### src/rtl/freq_check.sv
// rtl/freq_check.sv - half-period measurement and lock/loss-of-signal detector for a divided clock
//
// Measures each half-period of s_in in clk cycles and tracks whether the
// signal stays within HALF_NOM +/- TOL for LOCK_N consecutive half-periods.
//
// Ports:
//   clk        system clock, all logic on posedge
//   rst        asynchronous, active-low reset
//   s_in       divided square wave under test, asynchronous to clk
//   half_len   length of the last completed half-period, in clk cycles
//   level      synchronized s_in level during the half-period in half_len
//   meas_valid one-cycle pulse when half_len and level update
//   locked     high while LOCK_N or more consecutive half-periods were in tolerance
//   timeout    high while no s_in edge has arrived for TIMEOUT cycles
module freq_check #(
    parameter int unsigned HALF_NOM = 500000,
    parameter int unsigned TOL      = 16,
    parameter int unsigned LOCK_N   = 4,
    parameter int unsigned TIMEOUT  = 1000000,
    parameter int unsigned CW       = 20
) (
    input  logic          clk,
    input  logic          rst,
    input  logic          s_in,
    output logic [CW-1:0] half_len,
    output logic          level,
    output logic          meas_valid,
    output logic          locked,
    output logic          timeout
);

    localparam int unsigned GW = (LOCK_N > 1) ? $clog2(LOCK_N + 1) : 1;
    // Lower bound clamps at zero instead of wrapping when TOL > HALF_NOM.
    localparam int unsigned LO = (HALF_NOM > TOL) ? (HALF_NOM - TOL) : 0;
    localparam int unsigned HI = HALF_NOM + TOL;
    localparam logic [CW-1:0] TO_C   = CW'(TIMEOUT);
    localparam logic [GW-1:0] LOCK_C = GW'(LOCK_N);

    typedef enum logic [1:0] {
        WAIT_EDGE,
        MEASURE,
        LOCK
    } state_t;

    state_t        state_q, state_d;
    logic          sync1_q, sync1_d;
    logic          sync2_q, sync2_d;
    logic          prev_q, prev_d;
    logic [1:0]    warm_q, warm_d;
    logic [CW-1:0] cnt_q, cnt_d;
    logic [CW-1:0] half_len_q, half_len_d;
    logic          level_q, level_d;
    logic          meas_valid_q, meas_valid_d;
    logic          locked_q, locked_d;
    logic          timeout_q, timeout_d;
    logic [GW-1:0] good_q, good_d;

    logic          edge_det;
    logic          in_tol;
    logic [GW-1:0] good_inc;

    always_comb begin
        state_d      = state_q;
        sync1_d      = s_in;
        sync2_d      = sync2_q;
        prev_d       = prev_q;
        warm_d       = warm_q;
        cnt_d        = (cnt_q == TO_C) ? TO_C : cnt_q + CW'(1);
        half_len_d   = half_len_q;
        level_d      = level_q;
        meas_valid_d = 1'b0;
        locked_d     = locked_q;
        timeout_d    = timeout_q;
        good_d       = good_q;

        // After reset release the chain is preset from the first sampled
        // value (via sync1, which has had one cycle to settle) so that the
        // release itself never looks like an edge.
        case (warm_q)
            2'd0: begin
                warm_d = 2'd1;
            end
            2'd1: begin
                sync2_d = sync1_q;
                prev_d  = sync1_q;
                warm_d  = 2'd2;
            end
            default: begin
                sync2_d = sync1_q;
                prev_d  = sync2_q;
            end
        endcase

        edge_det = (warm_q == 2'd2) && (sync2_q != prev_q);
        in_tol   = (32'(cnt_q) >= LO) && (32'(cnt_q) <= HI);
        good_inc = (good_q == LOCK_C) ? LOCK_C : good_q + GW'(1);

        // An edge takes priority over the counter hitting TIMEOUT.
        if (edge_det) begin
            cnt_d     = CW'(1);
            timeout_d = 1'b0;
            if (state_q == WAIT_EDGE) begin
                state_d  = MEASURE;
                good_d   = '0;
                locked_d = 1'b0;
            end else begin
                meas_valid_d = 1'b1;
                half_len_d   = cnt_q;
                level_d      = prev_q;
                if (in_tol) begin
                    good_d = good_inc;
                    if (good_inc == LOCK_C) begin
                        state_d  = LOCK;
                        locked_d = 1'b1;
                    end
                end else begin
                    good_d   = '0;
                    locked_d = 1'b0;
                    state_d  = MEASURE;
                end
            end
        end else if (cnt_q == TO_C) begin
            timeout_d = 1'b1;
            locked_d  = 1'b0;
            good_d    = '0;
            state_d   = WAIT_EDGE;
        end
    end

    always_ff @(posedge clk or negedge rst) begin
        if (!rst) begin
            state_q      <= WAIT_EDGE;
            sync1_q      <= 1'b0;
            sync2_q      <= 1'b0;
            prev_q       <= 1'b0;
            warm_q       <= 2'd0;
            cnt_q        <= '0;
            half_len_q   <= '0;
            level_q      <= 1'b0;
            meas_valid_q <= 1'b0;
            locked_q     <= 1'b0;
            timeout_q    <= 1'b0;
            good_q       <= '0;
        end else begin
            state_q      <= state_d;
            sync1_q      <= sync1_d;
            sync2_q      <= sync2_d;
            prev_q       <= prev_d;
            warm_q       <= warm_d;
            cnt_q        <= cnt_d;
            half_len_q   <= half_len_d;
            level_q      <= level_d;
            meas_valid_q <= meas_valid_d;
            locked_q     <= locked_d;
            timeout_q    <= timeout_d;
            good_q       <= good_d;
        end
    end

    assign half_len   = half_len_q;
    assign level      = level_q;
    assign meas_valid = meas_valid_q;
    assign locked     = locked_q;
    assign timeout    = timeout_q;

endmodule
### config.mk
export PLATFORM = sky130hd
export DESIGN_NAME = freq_check
export DESIGN_NICKNAME = d
export VERILOG_FILES = /design/src/rtl/freq_check.sv
export SDC_FILE = /design/constraint.sdc
export NUM_CORES = 1
export LEC_CHECK = 0
export BUFFER_PORTS_ARGS = -buffer_cell sky130_fd_sc_hd__buf_4
export CORE_UTILIZATION = 50
export DETAILED_ROUTE_END_ITERATION = 6
export HOLD_SLACK_MARGIN = 0.08
export PLACE_DENSITY = 0.71
export SLEW_MARGIN = 25
export SYNTH_ARGS = -nofsm -noshare
export SYNTH_HDL_FRONTEND = slang
export SYNTH_SLANG_ARGS = --single-unit
### constraint.sdc
create_clock -name clk -period 2 [get_ports clk]
set_input_delay 0.3 -clock clk [delete_from_list [all_inputs] [get_ports clk]]
set_output_delay 0.3 -clock clk [all_outputs]
set_load 0.02 [all_outputs]
==> out/metrics.cfg, run 1 <==
[floorplan]
die_area_mm2 = 0.00520
core_mm2 = 0.00472
rows = 25
die_x_um = 72.1
initial_utilization = 0.520
dieHeight_um = 72.1
pin_count = 27

[placed_design]
hpwlAfterDp_um = 3370
io_buffer_count = 26
placed_cell_area_mm2 = 0.00284
place.gp.congestion = 0.878

[timing]
worstMarginPinSlew_ns = 0.672
layout_min_cycle_time_ns = 1.91
slew_violations = 0
max_clock_freq_mhz = 524
finClkSkew_ns = 0.00805
setup_viol = 0
setup_tns_ns = 0
fin_crit_sh = 0.954
relSlewSlack = 0.552
hold_viol = 0

[clocking]
ctsRootBufferMaster = clkbuf_8
cts_tree = done
clk_latency_ns = 0.31
postCtsSetupRepairBufs = 0
cts.path.max_buffers = 2
clock_sinks = 53
htreeDepth = 2
path_clk_slew_ns = 0.09
numCtsBuffers = 5

[synthesis]
yosysWarningCount = 0
seq_area_frac_synth = 0.540
synth-seq-cells = 53
syn_inst = 211
synth_edf_count = 0
synthArstFlopShare = 1.00
synth_ff_type = dfrtp_1
synth.avg_cell_area_um2 = 11.6
mappedNetlistArea_mm2 = 0.00246
synth.distinct_cells = 42
synth.net_count = 218

[grt]
antenna_found_initial = 0
overflow = 0
grt_start_max_net_pins = 54
grt_pass1_wl_um = 7980
track_usage = 0.203
grt_pass1_vias = 1676

[detailed_routing]
drc = 0
firstDrtPassIters = 4
drtAntennaViolNets = 0
routed_wl_um = 4850
drtIter0Drc = 113
avgViaCountPerCell = 5.35
num_vias = 1751
wire_per_inst_um = 14.8

[power_and_ir_drop]
p_per_area_mw_per_mm2 = 720
p_total_mw = 2.14
p_leak_nw = 1.37
ir_worst_vdd_mv = 0.608

[critical_path]
path_cells = inv_1, ha_1, or3b_4, nor4b_4, a21oi_1, a311o_1
crit_fanout = 4
worst-path-buf-inv = 1
crit_family = simple AND/OR/NAND/NOR gates
slowest_stage = or3b_4
end_kind = flip-flop
cp.required_ns = 2.20
worstSetupPathType = reg -> reg
startpoint_type = flip-flop
cp.arrival_ns = 2.11
slowest_delay_ns = 0.42

[cells_and_area]
multiInputGateArea_mm2 = 0.00108
finalInstanceArea_mm2 = 0.00297
nFillCells = 387
seqCellArea_mm2 = 0.00133
antenna_cells = 0
utilization = 0.630
drive_gt1_frac = 0.327
syn2layout_area_growth_pct = 21.1
fin_nets = 266

[job]
maxCapViolCount = 0

[worst_hold_path]
hp-class = in -> reg

[outcome]
status = finished, final reports clean

-- routing by layer --
| metal | track usage | part of all wire | vias to the layer above |
|---|---|---|---|
| met1 | 0.275 | 0.49 | 862 |
| li1 | - | - | 852 |
| met4 | 0.0697 | 0.014 | 0 |
| met5 | 0 | 0 | - |
| met2 | 0.324 | 0.46 | 28 |
| met3 | 0.0472 | 0.034 | 9 |
-- worst reg2reg max path, delay by kind of cell, from the launching register on --
family / cells / cell delay, ns
fa+ha+maj: 1 / 0.14
flops: 1 / 0.39
buf+inv: 1 / 0.06
compound gates: 2 / 0.44
simple gates: 2 / 0.77
-- synth_stat cells (5+ instances only) --
library cell	count	share of area
xnor2_1	11	0.039
inv_1	9	0.014
nand2_1	11	0.017
nand3_1	7	0.014
dfrtp_1	53	0.54
nand4_1	6	0.015
nor2_1	19	0.029
o21ai_0	5	0.010
xor2_1	6	0.021
a21oi_1	8	0.016
mux2_2	22	0.10
-- where the power goes --
part           internal (mW)  switching, mW
combinational          0.152          0.183
sequential              1.12         0.0275
clock                  0.314          0.346
total                   1.59          0.556
-- worst paths after layout --
check,startpoint,to,slack [ns],cells past startpoint
max,cnt_q[0],state_q[0],0.09,6
min,s_in,sync1_q,0.1,1
max reg2reg,cnt_q[0],state_q[0],0.09,6
min reg2reg,half_len[16],half_len[16],0.51,1
max in group asynchronous,rst,state_q[1],0.99,2
min in group asynchronous,rst,good_q[0],0.56,2
-- sequential cells by signal, summed over array words and instances, names as in the netlist --
register,flops
meas_valid,1
half_len,20
state_q,2
sync1_q,1
level,1
prev_q,1
sync2_q,1
warm_q,2
cnt_q,20
good_q,3
timeout,1
-- what timing repair did --
item,CTS,global route
hold buffers,1,0
endpoints found under the hold margin,53,0
pin swaps,0,2
setup endpoints to repair,2,17
cloned,0,0
gates resized for setup,0,4
-- placed cells by master (no fill, tap or decap), types with 2 or more instances in the layout --
master	netlist	routed
o31ai_1	3	3
or2_2	2	2
or4_1	3	3
nand4_1	6	6
and2_1	4	4
xnor2_1	11	11
ha_1	4	4
nor2_1	19	18
a21oi_1	8	8
and4_1	3	3
xor2_1	6	6
or3_1	3	3
nor3_1	3	3
inv_1	9	9
a211oi_1	2	2
clkbuf_8	0	7
mux2_2	22	22
nor4_1	2	2
dfrtp_1	53	53
nand2_1	11	11
o22ai_1	2	2
o21ai_0	5	5
buf_4	2	45
nand3_1	7	6
nand4b_1	2	2
-- metrics by stage --
stage	instances	hold WS (ns)	setup WS, ns
finish	327	0.0967	0.0911
global placement	318	0.375	0.0981
CTS	327	0.0913	-0.00164
global route	327	0.0883	-0.00420
floorplan	211	0.00441	0.107
detailed placement	318	0.382	0.0243
-- kinds of logic after synthesis --
group           count (synthesis)  share of synthesized area
compound gates                 28                     0.0764
xor+xnor                       17                     0.0606
fa+ha+maj                       4                     0.0204
buf+inv                        14                     0.0306
flops                          53                      0.540
mux                            23                      0.105
simple gates                   72                      0.167
-- layout make-up --
type | instances | area share
clock buffers | 7 | 0.0324
clock inverters | 1 | 0.00168
inverters | 9 | 0.0114
multi-input cells | 144 | 0.363
flip-flops and latches | 53 | 0.446
well taps | 67 | 0.0282
repair buffers | 46 | 0.117
Power figures use the tool's default switching activity.
==> run 2, diff against run 1 <==
--- a/config.mk
+++ b/config.mk
@@ -9,7 +9,8 @@
 export CORE_UTILIZATION = 50
 export DETAILED_ROUTE_END_ITERATION = 6
 export HOLD_SLACK_MARGIN = 0.08
-export PLACE_DENSITY = 0.71
+export PLACE_DENSITY = 0.78
+export RECOVER_POWER = 50
 export SLEW_MARGIN = 25
 export SYNTH_ARGS = -nofsm -noshare
 export SYNTH_HDL_FRONTEND = slang
==> run 2 against run 1 <==
Net effect:
- routed wire length decreased by 1.2%
- sequential share of layout area is 1.1 points higher
- final area shrank 2.4%
- fmax rose by 1.4%
- cell count shrank 1.8%
- sequential power about the same
- count of clock-buffer cells in the layout fell by 1
- sequential cell count is the same
- first-iteration DRC count rose by 35%
- register-to-register slack gained 0.03 ns
- utilization down 1.5 points
- via count stayed put
- critical endpoint unchanged
==> out/metrics.cfg, run 2 (same netlist as run 1, synthesis figures left out) <==
[critical_path]
worst-path-buf-inv = 0  ; -1
crit_family = simple AND/OR/NAND/NOR gates
cp.arrival_ns = 2.08  ; -0.03 ns
slowest_stage = or4_4
startpoint_type = flip-flop
crit_fanout = 7  ; +3
cp.required_ns = 2.20  ; about the same
slowest_delay_ns = 0.55  ; +0.13 ns
path_cells = or4_4, nor4_4, a21oi_1, a311o_1
worstSetupPathType = reg -> reg
end_kind = flip-flop

[detailed_routing]
drc = 0  ; unchanged
num_vias = 1751  ; unchanged
drtAntennaViolNets = 0  ; unchanged
routed_wl_um = 4800  ; -1.2%
firstDrtPassIters = 4  ; unchanged
drtIter0Drc = 153  ; +35%
wire_per_inst_um = 14.9  ; +0.69%
avgViaCountPerCell = 5.45  ; +1.9%

[floorplan]
initial_utilization = 0.520  ; unchanged
die_x_um = 72.1  ; unchanged
core_mm2 = 0.00472  ; unchanged
pin_count = 27  ; unchanged
dieHeight_um = 72.1  ; unchanged
rows = 25  ; unchanged
die_area_mm2 = 0.00520  ; unchanged

[cells_and_area]
fin_nets = 261  ; -1.9%
syn2layout_area_growth_pct = 18.1
antenna_cells = 0  ; unchanged
final_cell_mix = 53 x dfrtp_1, 31 x buf_4, 22 x mux2_2
finalInstanceArea_mm2 = 0.00290  ; -2.4%
drive_gt1_frac = 0.287  ; -0.0395
final_common_cell = dfrtp_1

[placed_design]
io_buffer_count = 26  ; unchanged
place.gp.congestion = 0.916  ; +4.4%
hpwlAfterDp_um = 3320  ; -1.6%
placed_cell_area_mm2 = 0.00280  ; -1.3%

[clocking]
clk_latency_ns = 0.30  ; about the same
numCtsBuffers = 5  ; unchanged
ctsRootBufferMaster = clkbuf_8
path_clk_slew_ns = 0.09  ; about the same
cts.path.max_buffers = 2  ; unchanged
postCtsSetupRepairBufs = 0  ; unchanged
cts_tree = done
htreeDepth = 2  ; unchanged
clock_sinks = 53  ; unchanged

[timing]
hold_viol = 0  ; unchanged
hold_slack_ns = 0.116  ; +0.0190 ns
fin_crit_sh = 0.941  ; -0.0135
slew_violations = 0  ; unchanged
finClkSkew_ns = 0.00866  ; +0.000610 ns
layout_min_cycle_time_ns = 1.88  ; -0.0270 ns
max_clock_freq_mhz = 531  ; +1.4%
setup_tns_ns = 0  ; unchanged
worstMarginPinSlew_ns = 1.31  ; +0.641 ns
setup_viol = 0  ; unchanged
relSlewSlack = 0.125  ; -0.427

[power_and_ir_drop]
p_total_mw = 2.06  ; -3.8%
p_per_area_mw_per_mm2 = 710  ; -1.4%
ir_worst_vdd_mv = 0.434  ; -29%
p_leak_nw = 1.31  ; -4.7%

[worst_hold_path]
hp-class = in -> reg

[grt]
grt_pass1_vias = 1651  ; -1.5%
antenna_found_initial = 0  ; unchanged
grt_start_max_net_pins = 54  ; unchanged
track_usage = 0.206  ; +0.00277
grt_pass1_wl_um = 8130  ; +1.8%
overflow = 0  ; unchanged

[job]
maxCapViolCount = 0  ; unchanged

[outcome]
status = finished, final reports clean

run 2: cell count changes in the layout (fill, tap and decap cells not counted):
cell,before,now
a211oi_1,2,1
a211oi_2,0,1
buf_4,45,31
clkbuf_1,0,7
clkbuf_2,0,1
clkbuf_4,0,1
clkbuf_8,7,6
clkinv_2,1,0
clkinvlp_4,0,1
run 2: cell type report:
| cell class | count | area (um^2) |
|---|---|---|
| fill | 386 | 1820 |
| tap | 67 | 83.8 |
| timing repair buffer | 41 | 282 |
| sequential | 53 | 1330 |
| inverter | 9 | 33.8 |
| multi-input combinational | 144 | 1090 |
| clock inverter | 1 | 7.51 |
| clock buffer | 6 | 82.6 |
run 2: through the flow:
stage	cells	utilization	setup slack, ns
floorplan	211	-	0.107
global placement	313	0.593	0.110
detailed placement	313	0.593	0.0313
CTS	321	0.614	0.0116
global route	321	0.614	-0.0131
finish	321	0.614	0.118
run 2: timing repair:
action | CTS | global route
resized for setup | 0 | 5
hold endpoints to repair | 53 | 0
hold buffers | 1 | 0
setup endpoints to repair | 0 | 18
run 2: worst paths after layout:
| check | from | end | slack, ns | depth (start not counted) |
|---|---|---|---|---|
| max | cnt_q[5] | state_q[0] | 0.12 | 4 |
| min in group asynchronous | rst | meas_valid | 0.82 | 2 |
| max reg2reg | cnt_q[5] | state_q[0] | 0.12 | 4 |
| min reg2reg | half_len[10] | half_len[10] | 0.51 | 1 |
| min | s_in | sync1_q | 0.12 | 1 |
| max in group asynchronous | rst | cnt_q[1] | 0.39 | 2 |
run 2: metal layers:
layer	up-vias	part of all wire	GRT usage
met2	32	0.48	0.312
met4	0	0.015	0.0719
li1	844	-	-
met3	5	0.028	0.0417
met1	870	0.47	0.298
met5	-	0	0
run 2: power breakdown:
| part | internal (mW) | leakage, nW | switching [mW] |
|---|---|---|---|
| Sequential | 1.12 | 0.710 | 0.0265 |
| Combinational | 0.125 | 0.553 | 0.178 |
| Clock | 0.274 | 0.0433 | 0.336 |
